[src/rtl/interval_timer_ctrl_if.sv]
// Handshake bundle between the light controller (master) and the interval timer (slave).
interface interval_timer_ctrl_if;
  logic       start_timer;
  logic [1:0] interval;
  logic       prog_sync;
  logic [1:0] prog_sel;
  logic [3:0] prog_val;
  logic       expired;
  logic       busy;
  logic [3:0] remaining;

  modport master (
    output start_timer, interval, prog_sync, prog_sel, prog_val,
    input  expired, busy, remaining
  );

  modport slave (
    input  start_timer, interval, prog_sync, prog_sel, prog_val,
    output expired, busy, remaining
  );
endinterface

[src/rtl/interval_timer_ctrl.sv]
// Programmable seconds timer for the light controller: counts a selected interval in
// CLK_DIV-cycle ticks and pulses expired one cycle after the last tick.
module interval_timer_ctrl #(
  parameter int unsigned CLK_DIV  = 4,
  parameter logic [3:0]  BASE_DEF = 4'd6,
  parameter logic [3:0]  EXT_DEF  = 4'd3,
  parameter logic [3:0]  YEL_DEF  = 4'd2
) (
  input  logic                   clk,
  input  logic                   g_reset,
  interval_timer_ctrl_if.slave   tif
);

  typedef enum logic [1:0] {
    S_IDLE  = 2'd0,
    S_COUNT = 2'd1,
    S_FIRE  = 2'd2
  } state_t;

  localparam logic [7:0] TICK_LAST = 8'(CLK_DIV - 1);

  state_t     state_q, state_d;
  logic [7:0] tick_q, tick_d;
  logic [3:0] rem_q, rem_d;
  logic       pend_q, pend_d;
  logic [3:0] pend_len_q, pend_len_d;
  logic       start_q;
  logic [3:0] base_q, ext_q, yel_q;

  logic       start_req;
  logic       tick;
  logic [3:0] sel_len;
  logic [3:0] wr_val;

  assign start_req = tif.start_timer & ~start_q;
  assign tick      = (state_q == S_COUNT) && (tick_q == TICK_LAST);
  assign wr_val    = (tif.prog_val == 4'd0) ? 4'd1 : tif.prog_val;

  // Table registers are read before any same-cycle write lands.
  always_comb begin
    sel_len = 4'd0;
    case (tif.interval)
      2'b00:   sel_len = base_q;
      2'b01:   sel_len = ext_q;
      2'b10:   sel_len = yel_q;
      default: sel_len = 4'd0;
    endcase
  end

  always_comb begin
    state_d    = state_q;
    tick_d     = tick_q;
    rem_d      = rem_q;
    pend_d     = 1'b0;
    pend_len_d = pend_len_q;
    case (state_q)
      S_IDLE: begin
        tick_d = 8'd0;
        if (pend_q) begin
          rem_d   = pend_len_q;
          state_d = (pend_len_q == 4'd0) ? S_FIRE : S_COUNT;
        end else if (start_req) begin
          rem_d   = sel_len;
          state_d = (sel_len == 4'd0) ? S_FIRE : S_COUNT;
        end
      end
      S_COUNT: begin
        if (start_req) begin
          // Restart abandons the running interval without an expiry.
          tick_d  = 8'd0;
          rem_d   = sel_len;
          state_d = (sel_len == 4'd0) ? S_FIRE : S_COUNT;
        end else if (tick) begin
          tick_d = 8'd0;
          if (rem_q <= 4'd1) begin
            rem_d   = 4'd0;
            state_d = S_FIRE;
          end else begin
            rem_d = rem_q - 4'd1;
          end
        end else begin
          tick_d = tick_q + 8'd1;
        end
      end
      S_FIRE: begin
        tick_d  = 8'd0;
        state_d = S_IDLE;
        if (start_req) begin
          pend_d     = 1'b1;
          pend_len_d = sel_len;
        end
      end
      default: begin
        tick_d  = 8'd0;
        rem_d   = 4'd0;
        state_d = S_IDLE;
      end
    endcase
  end

  always_ff @(posedge clk) begin
    if (!g_reset) begin
      state_q    <= S_IDLE;
      tick_q     <= 8'd0;
      rem_q      <= 4'd0;
      pend_q     <= 1'b0;
      pend_len_q <= 4'd0;
      start_q    <= 1'b0;
    end else begin
      state_q    <= state_d;
      tick_q     <= tick_d;
      rem_q      <= rem_d;
      pend_q     <= pend_d;
      pend_len_q <= pend_len_d;
      start_q    <= tif.start_timer;
    end
  end

  always_ff @(posedge clk) begin
    if (!g_reset) begin
      base_q <= BASE_DEF;
      ext_q  <= EXT_DEF;
      yel_q  <= YEL_DEF;
    end else if (tif.prog_sync) begin
      case (tif.prog_sel)
        2'b00:   base_q <= wr_val;
        2'b01:   ext_q  <= wr_val;
        2'b10:   yel_q  <= wr_val;
        default: ;
      endcase
    end
  end

  assign tif.expired   = (state_q == S_FIRE);
  assign tif.busy      = (state_q == S_COUNT);
  assign tif.remaining = rem_q;

endmodule
[src/flat_wrapper.sv]
// flat-port wrapper written by rule: the top's interface ports become plain ports
module interval_timer_ctrl_flat 
#(
  parameter int unsigned CLK_DIV  = 4,
  parameter logic [3:0]  BASE_DEF = 4'd6,
  parameter logic [3:0]  EXT_DEF  = 4'd3,
  parameter logic [3:0]  YEL_DEF  = 4'd2
)
  (clk, g_reset, tif_start_timer, tif_interval, tif_prog_sync, tif_prog_sel, tif_prog_val, tif_expired, tif_busy, tif_remaining);
  interval_timer_ctrl_if tif_i ();
  input  logic clk;
  input  logic g_reset;
  input wire logic [$bits(tif_i.start_timer)-1:0] tif_start_timer;
  input wire logic [$bits(tif_i.interval)-1:0] tif_interval;
  input wire logic [$bits(tif_i.prog_sync)-1:0] tif_prog_sync;
  input wire logic [$bits(tif_i.prog_sel)-1:0] tif_prog_sel;
  input wire logic [$bits(tif_i.prog_val)-1:0] tif_prog_val;
  output wire logic [$bits(tif_i.expired)-1:0] tif_expired;
  output wire logic [$bits(tif_i.busy)-1:0] tif_busy;
  output wire logic [$bits(tif_i.remaining)-1:0] tif_remaining;
  assign tif_i.start_timer = tif_start_timer;
  assign tif_i.interval = tif_interval;
  assign tif_i.prog_sync = tif_prog_sync;
  assign tif_i.prog_sel = tif_prog_sel;
  assign tif_i.prog_val = tif_prog_val;
  assign tif_expired = tif_i.expired;
  assign tif_busy = tif_i.busy;
  assign tif_remaining = tif_i.remaining;
  interval_timer_ctrl #(.CLK_DIV(CLK_DIV), .BASE_DEF(BASE_DEF), .EXT_DEF(EXT_DEF), .YEL_DEF(YEL_DEF)) u_core (.clk(clk), .g_reset(g_reset), .tif(tif_i));
endmodule
[config.mk]
export PLATFORM = sky130hd
export DESIGN_NAME = interval_timer_ctrl_flat
export DESIGN_NICKNAME = d
export VERILOG_FILES = /design/src/rtl/interval_timer_ctrl_if.sv /design/src/rtl/interval_timer_ctrl.sv /design/src/flat_wrapper.sv
export SDC_FILE = /design/constraint.sdc
export NUM_CORES = 1
export LEC_CHECK = 0
export CAP_MARGIN = 15
export CORE_MARGIN = 2
export CORE_UTILIZATION = 35
export DETAILED_ROUTE_END_ITERATION = 8
export GPL_TIMING_DRIVEN = 0
export PLACE_DENSITY = 0.59
export SLEW_MARGIN = 20
export SYNTH_ARGS = -nofsm -noshare
export SYNTH_HDL_FRONTEND = slang
export SYNTH_SLANG_ARGS = --single-unit
[constraint.sdc]
create_clock -name clk -period 1.7 [get_ports clk]
set_input_delay 0.255 -clock clk [delete_from_list [all_inputs] [get_ports clk]]
set_output_delay 0.255 -clock clk [all_outputs]
set_load 0.02 [all_outputs]
==> results.py <==
metrics = {
    "outcome": {
        "status": "completed",
    },
    "die": {
        "ioPinCount": 18,
        "die_h_um": 71.2,
        "dieWidth_um": 71.2,
        "rows": 24,
        "initial_core_util": 0.363,
        "core_area_sq_um": 4350,
        "die-area_sq_um": 5070,
    },
    "routing": {
        "routed_wl_mm": 3.68,
        "wl_met1_mm": 1.68,
        "highest_layer": "met4",
        "drc": 0,
        "routedWlPerCell_um": 14.7,
        "drtIter0Drc": 98,
        "routed-wl-met3_um": 148,
        "postRouteAntennaNets": 0,
        "dr.pass1.iters": 4,
        "avgViaCountPerCell": 5.38,
        "dr_wl_met2_mm": 1.81,
        "vias": 1346,
    },
    "critical_path": {
        "path_max_fanout": 8,
        "arrival_ps": 1830,
        "end_kind": "flip-flop",
        "critPathLaunchType": "flip-flop",
        "worstPathRequired_ps": 1880,
        "path_class": "reg -> reg",
    },
    "cts": {
        "clkSinkCount": 32,
        "cts_tree": "built",
        "clkTransAtPathRegs_ps": 70,
        "cts_root_buf": "clkbuf_8",
        "clockBufferDepth": 2,
        "insertion_delay_ps": 290,
        "cts_max_level": 2,
        "holdBufCountCts": 0,
        "cts-buffers-inserted": 5,
    },
    "synthesis": {
        "synthAdderAreaFrac": 0.0238,
        "synth-edff-count": 0,
        "synth_mux_area_frac": 0.108,
        "synth_nets": 186,
        "syn_area_sq_um": 1580,
        "yosysUniqueCellTypes": 43,
        "seq_area_frac_synth": 0.405,
        "synth_top_family_by_area": "simple AND/OR/NAND/NOR gates",
        "ys_warn_count": 0,
        "synth_compound_area_frac": 0.169,
        "synth-simple-area-share": 0.227,
        "ys.flop_type": "dfxtp_1",
        "synth_cells": 171,
        "synth_xor_area_frac": 0.0388,
        "ys_seq_elements": 32,
        "async_flop_share": 0,
        "syn_area_per_cell_sq_um": 9.24,
    },
    "placed_design": {
        "gp_congestion": 0.792,
        "io_buffers": 16,
        "dp.final_hpwl_mm": 2.68,
        "dpl_cell_area_sq_um": 1810,
        "pre_cts_slack_ps": -429,
    },
    "sta": {
        "setup-violations-final": 0,
        "period_share": 0.969,
        "setup_slack_ps": 53.1,
        "drv_slew": 0,
        "hold_viol_final": 0,
        "maxSlewHeadroom": 0.694,
        "fmax_mhz": 607,
        "fin_worst_skew_ps": 6.45,
        "worstMarginPinSlew_ps": 460,
        "layout_min_cycle_time_ps": 1650,
        "rsz0062_at_grt": "true",
    },
    "global_routing": {
        "grt_first_pass_wirelength_mm": 6.09,
        "overflow": 0,
        "grt_pass1_vias": 1335,
        "grt_max_degree": 11,
        "grt_antenna_before_repair": 0,
        "globalRouteTotalUtil": 0.155,
    },
    "power_and_ir_drop": {
        "leakagePower_nw": 0.772,
        "p_switching_mw": 0.647,
        "p_int_mw": 1.41,
        "p_sw_frac": 0.315,
        "irDropWorstVdd_mv": 0.452,
        "power_density_nw_per_um2": 1010,
        "p_seq_frac": 0.420,
        "pwr-share-clk": 0.294,
        "combPwrFrac": 0.286,
    },
    "cells_and_area": {
        "nNetsFinal": 212,
        "drive_above_1_share": 0.197,
        "stdcell_area_sq_um": 2020,
        "num_antenna_cells": 0,
        "mostFrequentLayoutCell": "dfxtp_1",
        "n_fill_cell": 420,
        "area.growth.synth_to_final_pct": 28.1,
        "seq_area_sq_um": 646,
        "multi_input_area_sq_um": 997,
        "final_cell_mix": "28 x dfxtp_1, 26 x nor2_1, 16 x mux2i_1",
    },
    "run": {
        "cap_violations": 0,
    },
    "hold_path": {
        "min_path_type": "reg -> reg",
    },
}
==> power by group through the flow <==
stage          sequential (mW)  combinational (mW)  clock, mW
2_1_floorplan            0.883               0.318          0
3_3_place_gp             0.862               0.496          0
3_5_place_dp             0.866               0.505          0
4_1_cts                  0.853               0.517      0.620
5_1_grt                  0.870               0.640      0.662
6_report                 0.863               0.587      0.603
==> state kept, by name, indices dropped and copies added, names as in the netlist <==
register and flops:
u_core.tick_q 8, u_core.pend_q 1, u_core.tif.remaining 4, u_core.yel_q 4, u_core.pend_len_q 4, u_core.ext_q 4, u_core.state_q 2, u_core.start_q 1
u_core.base_q 4
==> cell families (layout without fill, tap and decap cells) <==
| kind of cell | Yosys count | count (layout) |
|---|---|---|
| DFF | 32 | 32 |
| buffers and inverters | 10 | 37 |
| and+or+nand+nor | 69 | 69 |
| xor gates and xnor gates | 7 | 7 |
| muxes | 17 | 17 |
| adders and majority gates | 3 | 3 |
| AOI/OAI and AO/OA | 33 | 33 |
==> worst max-delay path: stages (launching register included) <==
cell and delay [ps]:
dfxtp_1 400, ha_4 180, nor4b_4 240, a211oi_2 120
o21bai_4 240, o311a_1 350
==> cell usage after synthesis, types with 4 or more instances <==
| cell type | count | area share |
|---|---|---|
| xnor2_1 | 4 | 0.022 |
| o2bb2ai_1 | 4 | 0.022 |
| mux2i_1 | 17 | 0.11 |
| inv_1 | 5 | 0.012 |
| nand2_1 | 9 | 0.021 |
| and3_1 | 4 | 0.016 |
| nor2_1 | 27 | 0.064 |
| nand2b_1 | 7 | 0.028 |
| a211oi_1 | 5 | 0.024 |
| dfxtp_1 | 32 | 0.41 |
| nor3_1 | 5 | 0.016 |
==> final timing paths <==
check	startpoint	to	slack, ps	cells after the start
worst max-delay path	u_core.tick_q[1]	u_core.tif.remaining[3]	50	5
worst min register to register	u_core.tick_q[0]	u_core.tick_q[0]	470	1
worst max register to register	u_core.tick_q[1]	u_core.tif.remaining[3]	50	5
worst min-delay path	u_core.tick_q[0]	u_core.tick_q[0]	470	1
==> cell type report <==
class	instances	area share
Timing Repair Buffer	19	0.0884
Clock inverter	2	0.00494
Inverter	6	0.0111
Buffer	4	0.0111
Clock buffer	6	0.0408
Tap cell	52	0.0321
Sequential cell	32	0.319
Multi-Input combinational cell	129	0.493
==> layer usage <==
layer,GRT usage,up-vias
met5,0,-
met4,0.0755,0
met3,0.0556,4
met2,0.250,23
met1,0.181,654
li1,-,665
==> through the flow <==
stage / power, mW / hold WS (ps) / TNS (ps) / instances / util
after detailed placement: 1.37 / 458 / -3400 / 239 / 0.415
after global routing: 2.17 / 501 / -41.2 / 250 / 0.465
final: 2.05 / 468 / 0 / 250 / 0.465
after floorplan: 1.20 / 377 / 0 / 171 / -
after CTS: 1.99 / 475 / 0 / 247 / 0.445
after global placement: 1.36 / 445 / -3040 / 239 / 0.415
==> timing repair <==
action / CTS / global route
resized for setup: 11 / 16
endpoints found under the setup margin: 10 / 9
pin swaps: 1 / 4
buffers inserted: 0 / 3
Note: power is estimated with default switching activity, not from simulation.
